--- config.mk ---
export PLATFORM = sky130hd
export DESIGN_NAME = id_hazard_pipe
export DESIGN_NICKNAME = d
export VERILOG_FILES = /design/src/rtl/id_pkg.sv /design/src/rtl/id_fwd_mux.sv /design/src/rtl/id_hazard_pipe.sv
export SDC_FILE = /design/constraint.sdc
export NUM_CORES = 1
export LEC_CHECK = 0
export CORE_AREA = 5 5 191 193
export CTS_CLUSTER_DIAMETER = 40
export DETAILED_ROUTE_END_ITERATION = 10
export DIE_AREA = 0 0 196 198
export GPL_TIMING_DRIVEN = 0
export SLEW_MARGIN = 40
export SYNTH_ARGS = -nofsm -noshare
export SYNTH_HDL_FRONTEND = slang
export SYNTH_HIERARCHICAL = 1
export SYNTH_SLANG_ARGS = --single-unit
--- constraint.sdc ---
create_clock -name clk -period 3.6 [get_ports clk]
set_clock_uncertainty 0.1 [all_clocks]
set_input_delay 0.36 -clock clk [delete_from_list [all_inputs] [get_ports clk]]
set_output_delay 0.36 -clock clk [all_outputs]
set_load 0.03 [all_outputs]
--- src/rtl/id_pkg.sv ---
// Purpose: shared defaults, control-field layout and FSM state encoding for the
//          decode-stage hazard/forwarding pipe.
package id_pkg;

    localparam int unsigned DEF_DATA_W  = 64;
    localparam int unsigned DEF_AW      = 5;
    localparam int unsigned DEF_CTRL_W  = 11;
    localparam int unsigned DEF_IMM_W   = 16;
    localparam int unsigned STALL_CNT_W = 16;

    // Packed control passthrough layout {op_code[6], WW[2], ppp[3]}
    localparam int unsigned CTRL_PPP_LSB = 0;
    localparam int unsigned CTRL_WW_LSB  = 3;
    localparam int unsigned CTRL_OP_LSB  = 5;

    // FSM state encoding
    localparam logic [0:0] ST_RUN   = 1'b0;
    localparam logic [0:0] ST_STALL = 1'b1;

endpackage

--- src/rtl/id_fwd_mux.sv ---
// Purpose: priority operand-forwarding mux over NUM_FWD ordered result sources.
// Ports:
//   src      in  AW              source register address
//   rf_data  in  DATA_W          register file read data (fallback)
//   fwd_rD   in  NUM_FWD*AW      destination per source (index 0 youngest)
//   fwd_wrEn in  NUM_FWD         write enable per source
//   fwd_data in  NUM_FWD*DATA_W  result per source
//   data_c   out DATA_W          selected operand (combinational)
module id_fwd_mux
    import id_pkg::*;
#(
    parameter int unsigned DATA_W  = DEF_DATA_W,
    parameter int unsigned AW      = DEF_AW,
    parameter int unsigned NUM_FWD = 2,
    parameter int unsigned R0_ZERO = 0
) (
    input  logic [AW-1:0]          src,
    input  logic [DATA_W-1:0]      rf_data,
    input  logic [NUM_FWD*AW-1:0]  fwd_rD,
    input  logic [NUM_FWD-1:0]     fwd_wrEn,
    input  logic [NUM_FWD*DATA_W-1:0] fwd_data,
    output logic [DATA_W-1:0]      data_c
);

    logic src_blocked;

    assign src_blocked = (R0_ZERO != 0) && (src == '0);

    // Scan oldest to youngest so the lowest matching index wins
    always_comb begin
        data_c = rf_data;
        for (int i = NUM_FWD - 1; i >= 0; i--) begin
            if (fwd_wrEn[i] && (fwd_rD[i*AW +: AW] == src) && !src_blocked) begin
                data_c = fwd_data[i*DATA_W +: DATA_W];
            end
        end
    end

endmodule

--- src/rtl/id_hazard_pipe.sv ---
// Purpose: decode-stage operand forwarding, load-use hazard stall/bubble FSM,
//          branch flush qualification and the ID/EX pipeline register.
// Ports:
//   clk, reset                   clock, synchronous active-high reset
//   id_*                         decoded instruction in ID
//   rf_rA_data, rf_rS_data       register file read data
//   fwd_rD, fwd_wrEn, fwd_data   forwarding sources (index 0 youngest)
//   br_taken                     raw branch decision
//   ex_stall                     downstream back-pressure, freezes ID/EX
//   if_stall, if_flush           front-end control (combinational)
//   ex_*                         ID/EX register outputs
//   stall_cnt                    saturating hazard-stall cycle count
module id_hazard_pipe
    import id_pkg::*;
#(
    parameter int unsigned DATA_W   = DEF_DATA_W,
    parameter int unsigned AW       = DEF_AW,
    parameter int unsigned NUM_FWD  = 2,
    parameter int unsigned LOAD_LAT = 1,
    parameter int unsigned CTRL_W   = DEF_CTRL_W,
    parameter int unsigned IMM_W    = DEF_IMM_W,
    parameter int unsigned R0_ZERO  = 0
) (
    input  logic                      clk,
    input  logic                      reset,
    input  logic                      id_valid,
    input  logic [AW-1:0]             id_rA,
    input  logic [AW-1:0]             id_rS,
    input  logic                      id_rA_use,
    input  logic                      id_rS_use,
    input  logic [AW-1:0]             id_rD,
    input  logic                      id_wrEn,
    input  logic                      id_memEn,
    input  logic                      id_memwrEn,
    input  logic [CTRL_W-1:0]         id_ctrl,
    input  logic [IMM_W-1:0]          id_imm,
    input  logic [DATA_W-1:0]         rf_rA_data,
    input  logic [DATA_W-1:0]         rf_rS_data,
    input  logic [NUM_FWD*AW-1:0]     fwd_rD,
    input  logic [NUM_FWD-1:0]        fwd_wrEn,
    input  logic [NUM_FWD*DATA_W-1:0] fwd_data,
    input  logic                      br_taken,
    input  logic                      ex_stall,
    output logic                      if_stall,
    output logic                      if_flush,
    output logic                      ex_valid,
    output logic [AW-1:0]             ex_rD,
    output logic                      ex_wrEn,
    output logic                      ex_memEn,
    output logic                      ex_memwrEn,
    output logic [CTRL_W-1:0]         ex_ctrl,
    output logic [IMM_W-1:0]          ex_imm,
    output logic [DATA_W-1:0]         ex_rA_data,
    output logic [DATA_W-1:0]         ex_rS_data,
    output logic [STALL_CNT_W-1:0]    stall_cnt
);

    localparam int unsigned CNT_W = (LOAD_LAT > 1) ? $clog2(LOAD_LAT + 1) : 1;

    logic [0:0]             state_q, state_d;
    logic [CNT_W-1:0]       cnt_q, cnt_d;
    logic                   ex_valid_q, ex_valid_d;
    logic [AW-1:0]          ex_rD_q, ex_rD_d;
    logic                   ex_wrEn_q, ex_wrEn_d;
    logic                   ex_memEn_q, ex_memEn_d;
    logic                   ex_memwrEn_q, ex_memwrEn_d;
    logic [CTRL_W-1:0]      ex_ctrl_q, ex_ctrl_d;
    logic [IMM_W-1:0]       ex_imm_q, ex_imm_d;
    logic [DATA_W-1:0]      ex_rA_data_q, ex_rA_data_d;
    logic [DATA_W-1:0]      ex_rS_data_q, ex_rS_data_d;
    logic [STALL_CNT_W-1:0] stall_cnt_q, stall_cnt_d;

    logic [DATA_W-1:0] rA_fwd_c, rS_fwd_c;
    logic              ex_load_c, rA_hit_c, rS_hit_c, hazard_c, in_stall_c;

    id_fwd_mux #(.DATA_W(DATA_W), .AW(AW), .NUM_FWD(NUM_FWD), .R0_ZERO(R0_ZERO)) u_fwd_ra (
        .src(id_rA), .rf_data(rf_rA_data), .fwd_rD(fwd_rD), .fwd_wrEn(fwd_wrEn),
        .fwd_data(fwd_data), .data_c(rA_fwd_c)
    );

    id_fwd_mux #(.DATA_W(DATA_W), .AW(AW), .NUM_FWD(NUM_FWD), .R0_ZERO(R0_ZERO)) u_fwd_rs (
        .src(id_rS), .rf_data(rf_rS_data), .fwd_rD(fwd_rD), .fwd_wrEn(fwd_wrEn),
        .fwd_data(fwd_data), .data_c(rS_fwd_c)
    );

    // Load-use hazard against the instruction currently in EX
    assign ex_load_c  = ex_valid_q & ex_memEn_q & ~ex_memwrEn_q & ex_wrEn_q;
    assign rA_hit_c   = id_rA_use & (id_rA == ex_rD_q) & ~((R0_ZERO != 0) & (id_rA == '0));
    assign rS_hit_c   = id_rS_use & (id_rS == ex_rD_q) & ~((R0_ZERO != 0) & (id_rS == '0));
    assign hazard_c   = id_valid & ex_load_c & (rA_hit_c | rS_hit_c);
    assign in_stall_c = (state_q == ST_STALL);

    assign if_stall = ex_stall | hazard_c | in_stall_c;
    assign if_flush = id_valid & br_taken & ~if_stall;

    // Next-state: FSM, ID/EX load/bubble/hold, stall counter
    always_comb begin
        state_d      = state_q;
        cnt_d        = cnt_q;
        ex_valid_d   = ex_valid_q;
        ex_rD_d      = ex_rD_q;
        ex_wrEn_d    = ex_wrEn_q;
        ex_memEn_d   = ex_memEn_q;
        ex_memwrEn_d = ex_memwrEn_q;
        ex_ctrl_d    = ex_ctrl_q;
        ex_imm_d     = ex_imm_q;
        ex_rA_data_d = ex_rA_data_q;
        ex_rS_data_d = ex_rS_data_q;
        stall_cnt_d  = stall_cnt_q;

        if (!ex_stall) begin
            if (in_stall_c || hazard_c) begin
                // Bubble: clear the whole slot so nothing stale looks like a load
                ex_valid_d   = 1'b0;
                ex_rD_d      = '0;
                ex_wrEn_d    = 1'b0;
                ex_memEn_d   = 1'b0;
                ex_memwrEn_d = 1'b0;
                ex_ctrl_d    = '0;
                ex_imm_d     = '0;
                ex_rA_data_d = '0;
                ex_rS_data_d = '0;
                if (stall_cnt_q != {STALL_CNT_W{1'b1}}) begin
                    stall_cnt_d = stall_cnt_q + STALL_CNT_W'(1);
                end
                if (in_stall_c) begin
                    cnt_d = cnt_q - CNT_W'(1);
                    if (cnt_q == CNT_W'(1)) begin
                        state_d = ST_RUN;
                    end
                end else if (LOAD_LAT > 1) begin
                    cnt_d   = CNT_W'(LOAD_LAT - 1);
                    state_d = ST_STALL;
                end
            end else begin
                ex_valid_d   = id_valid;
                ex_rD_d      = id_rD;
                ex_wrEn_d    = id_wrEn;
                ex_memEn_d   = id_memEn;
                ex_memwrEn_d = id_memwrEn;
                ex_ctrl_d    = id_ctrl;
                ex_imm_d     = id_imm;
                ex_rA_data_d = rA_fwd_c;
                ex_rS_data_d = rS_fwd_c;
            end
        end
    end

    always_ff @(posedge clk) begin
        if (reset) begin
            state_q      <= ST_RUN;
            cnt_q        <= '0;
            ex_valid_q   <= 1'b0;
            ex_rD_q      <= '0;
            ex_wrEn_q    <= 1'b0;
            ex_memEn_q   <= 1'b0;
            ex_memwrEn_q <= 1'b0;
            ex_ctrl_q    <= '0;
            ex_imm_q     <= '0;
            ex_rA_data_q <= '0;
            ex_rS_data_q <= '0;
            stall_cnt_q  <= '0;
        end else begin
            state_q      <= state_d;
            cnt_q        <= cnt_d;
            ex_valid_q   <= ex_valid_d;
            ex_rD_q      <= ex_rD_d;
            ex_wrEn_q    <= ex_wrEn_d;
            ex_memEn_q   <= ex_memEn_d;
            ex_memwrEn_q <= ex_memwrEn_d;
            ex_ctrl_q    <= ex_ctrl_d;
            ex_imm_q     <= ex_imm_d;
            ex_rA_data_q <= ex_rA_data_d;
            ex_rS_data_q <= ex_rS_data_d;
            stall_cnt_q  <= stall_cnt_d;
        end
    end

    assign ex_valid   = ex_valid_q;
    assign ex_rD      = ex_rD_q;
    assign ex_wrEn    = ex_wrEn_q;
    assign ex_memEn   = ex_memEn_q;
    assign ex_memwrEn = ex_memwrEn_q;
    assign ex_ctrl    = ex_ctrl_q;
    assign ex_imm     = ex_imm_q;
    assign ex_rA_data = ex_rA_data_q;
    assign ex_rS_data = ex_rS_data_q;
    assign stall_cnt  = stall_cnt_q;

endmodule
==> results.json <==
{
  "grt_use_met3_pct": 5.785,
  "synthSimpleGateAreaFrac_pct": 19.14,
  "cts_max_level": 4,
  "outcome": "finished, final reports clean",
  "synth_cells": 1173,
  "p_per_area_nw_per_um2": 363.3,
  "first_global_vias": 12560,
  "clkTransAtPathRegs_ps": 70,
  "antenna_found_initial": 8,
  "hold_viol": 0,
  "setup_slack_ps": 332.6,
  "syn-num-nets": 1494,
  "finalSetupViolations": 0,
  "area_growth_pct": 61.46,
  "pre_cts_ws_ps": 292.1,
  "synthTopCellsByCount": "182 x dfxtp_1, 164 x a22o_1, 134 x nor3_1",
  "io_buffers": 500,
  "grt_pass1_wl_um": 79640,
  "yosys_warnings": 6,
  "hold_path.class": "primary input to flip-flop",
  "detail_route.vias_per_cell": 5.789,
  "initial_utilization_pct": 29.52,
  "wl_um": 55060,
  "dieArea_um2": 38810,
  "rsz0062_at_grt": "false",
  "power_frac_comb_pct": 29.4,
  "period_minus_slack_ps": 3267,
  "ioPinCount": 502,
  "nets": 2016,
  "remaining_drc_errors": 0,
  "critPathCaptureType": "output pin",
  "clk_latency_ps": 440,
  "post_cts_buffers": 0,
  "yosysSeqAreaShare_pct": 35.91,
  "coreArea_um2": 34370,
  "synth_area_um2": 10150,
  "rows": 68,
  "ys_ff_latch": 182,
  "hold_slack_ps": 317.1,
  "p_int_uw": 3990,
  "leakagePower_uw": 0.005488,
  "clockRootBuffer": "clkbuf_16",
  "grtUsageTotal_pct": 26.75,
  "cts_buffers": 17,
  "grt.overflow.total": 0,
  "die_h_um": 198,
  "grt_busiest_layer": "met2",
  "drt_iter0_drc": 1009,
  "synth-edff-count": 0,
  "synthMuxAreaShare_pct": 0.4316,
  "grt_util_met1_pct": 33.53,
  "grt_use_met2_pct": 45.45,
  "syn-mean-instance-area_um2": 8.650,
  "async_flop_share_pct": 0,
  "arrival_ps": 2810,
  "drive_gt1_share_pct": 5.800,
  "clk_path_buf_depth": 2,
  "fmax_ghz": 0.3061,
  "clkPwrFrac_pct": 33.4,
  "synth_fa_ha_area_share_pct": 0.1233,
  "die_x_um": 196,
  "final_cell_area_um2": 16380,
  "worst_pin_slew_ps": 898.8,
  "min_period_over_period_pct": 90.76,
  "place_area_um2": 15770,
  "synth.distinct_cells": 41,
  "crit_path_start_kind": "primary input",
  "crit_type": "primary input to output pin",
  "synth.most_common_cell": "dfxtp_1",
  "post_drt_wl_per_cell_um": 25.40,
  "seq_power_share_pct": 37.2,
  "synth_xor_area_share_pct": 2.244,
  "relSlewSlack_pct": 40.08,
  "dp_hpwl_um": 42130,
  "drv_cap": 0,
  "synth_top_family_by_area": "compound AO/OA/AOI/OAI gates",
  "switching_share_pct": 32.95,
  "synth.area.top_cells": "dfxtp_1 36%, a22o_1 14%, o31ai_1 9.7%, nand4_1 8.2%, a31oi_1 7.9%",
  "fin_setup_tns_ps": 0,
  "cp_max_fo": 10,
  "p_switching_uw": 1961,
  "ir_worst_vdd_v": 0.0003203,
  "clkSinkCount": 182,
  "drtPass1Iterations": 6,
  "synth_compound_area_share_pct": 33.31,
  "crit_required_ps": 3140,
  "num_vias": 12550,
  "synth_area_leader_cell": "dfxtp_1",
  "grt_start_max_net_pins": 17,
  "synth_top_area_share_pct": 35.91,
  "antenna_left": 0,
  "ys.flop_type": "dfxtp_1",
  "ctsResizeCount": 0,
  "gp_congestion": 0.9596,
  "postCtsHoldBufs": 0,
  "slew_viol_final": 0,
  "cts_tree": "yes"
}
worst paths after layout:
kind / startpoint / endpoint / slack [ps] / cells past startpoint
worst max-delay path: id_rS[3] / if_flush / 330 / 9
worst min-delay path: ex_stall / cnt_q$_SDFFE_PP0P_ / 320 / 3
worst max register to register: stall_cnt[0]$_SDFFE_PP0P_ / stall_cnt[1]$_SDFFE_PP0P_ / 1210 / 8
worst min register to register: cnt_q$_SDFFE_PP0P_ / in_stall_c$_SDFFE_PP0P_ / 380 / 1
per-stage QoR:
| step | total power [µW] | std cells | utilization, % |
|---|---|---|---|
| 2_1_floorplan | 3068 | 1173 | - |
| 3_3_place_gp | 3975 | 2128 | 45.73 |
| 3_5_place_dp | 3989 | 2131 | 45.88 |
| 4_1_cts | 5981 | 2162 | 47.62 |
| 5_1_grt | 6167 | 2168 | 47.66 |
| 6_report | 5952 | 2168 | 47.66 |
final cells by class:
class / count / area, µm²
multi-input combinational: 825 / 5618
clock buffer: 19 / 452.9
timing repair buffer: 503 / 5035
antenna: 6 / 15.01
sequential: 182 / 3643
fill: 3366 / 17990
clock inverter: 12 / 142.6
tap: 455 / 569.3
buffer: 161 / 887.1
inverter: 5 / 18.77
cell usage in the layout, fill, tap and decap left out, types with 3 or more instances in the layout:
cell type and count:
nor2_1 10, buf_4 3, nand2b_1 6, nand3_1 6, nand2_1 17, xor2_1 11
inv_6 4, clkbuf_16 17, dfxtp_1 182, mux2_2 3, nand4_1 133, clkdlybuf4s50_1 500
nor4_1 5, o21ai_0 7, a31oi_1 128, diode_2 6, a21oi_1 11, o31ai_1 131
clkinv_4 3, buf_6 35, inv_1 5, and2_1 3, nor3_1 134, buf_1 8
nor2b_1 9, clkbuf_1 96, xnor2_1 15, buf_2 15, a22o_1 164, or3_1 9
or4_1 3, clkbuf_2 7
kinds of logic after synthesis:
logic type,Yosys count
adders and majority gates,1
muxes,4
buffers and inverters,166
AOI/OAI and AO/OA,449
DFF,182
and+or+nand+nor,345
xor gates and xnor gates,26
worst max-delay path, stage by stage:
cell and delay [ps]:
clkdlybuf4s50_1 610, xor2_1 190, nor4_1 70, a22oi_1 330, and2_1 200, buf_6 140, nand2_1 100, nor2_1 120
clkdlybuf4s50_1 680
state kept, by name, indices dropped and copies added (netlist names):
| name | count |
|---|---|
| ex_rA_data | 64 |
| ex_rS_data | 64 |
| ex_imm | 16 |
| stall_cnt | 16 |
| ex_ctrl | 11 |
| ex_rD | 5 |
| cnt_q | 1 |
| ex_memEn | 1 |
| ex_memwrEn | 1 |
| ex_valid | 1 |
| ex_wrEn | 1 |
| in_stall_c | 1 |
routing by layer:
metal	up-vias	routed length [µm]
met2	618	26400
met3	86	4313
met1	6029	22730
li1	5814	-
met4	4	1594
met5	-	27
power by group through the flow:
| stage | clock network, µW | logic (µW) | registers, µW |
|---|---|---|---|
| 2_1_floorplan | 0 | 587 | 2480 |
| 3_3_place_gp | 0 | 1720 | 2260 |
| 3_5_place_dp | 0 | 1730 | 2260 |
| 4_1_cts | 2030 | 1740 | 2210 |
| 5_1_grt | 2100 | 1840 | 2230 |
| 6_report | 1990 | 1750 | 2210 |
Power figures use the tool's default switching activity.
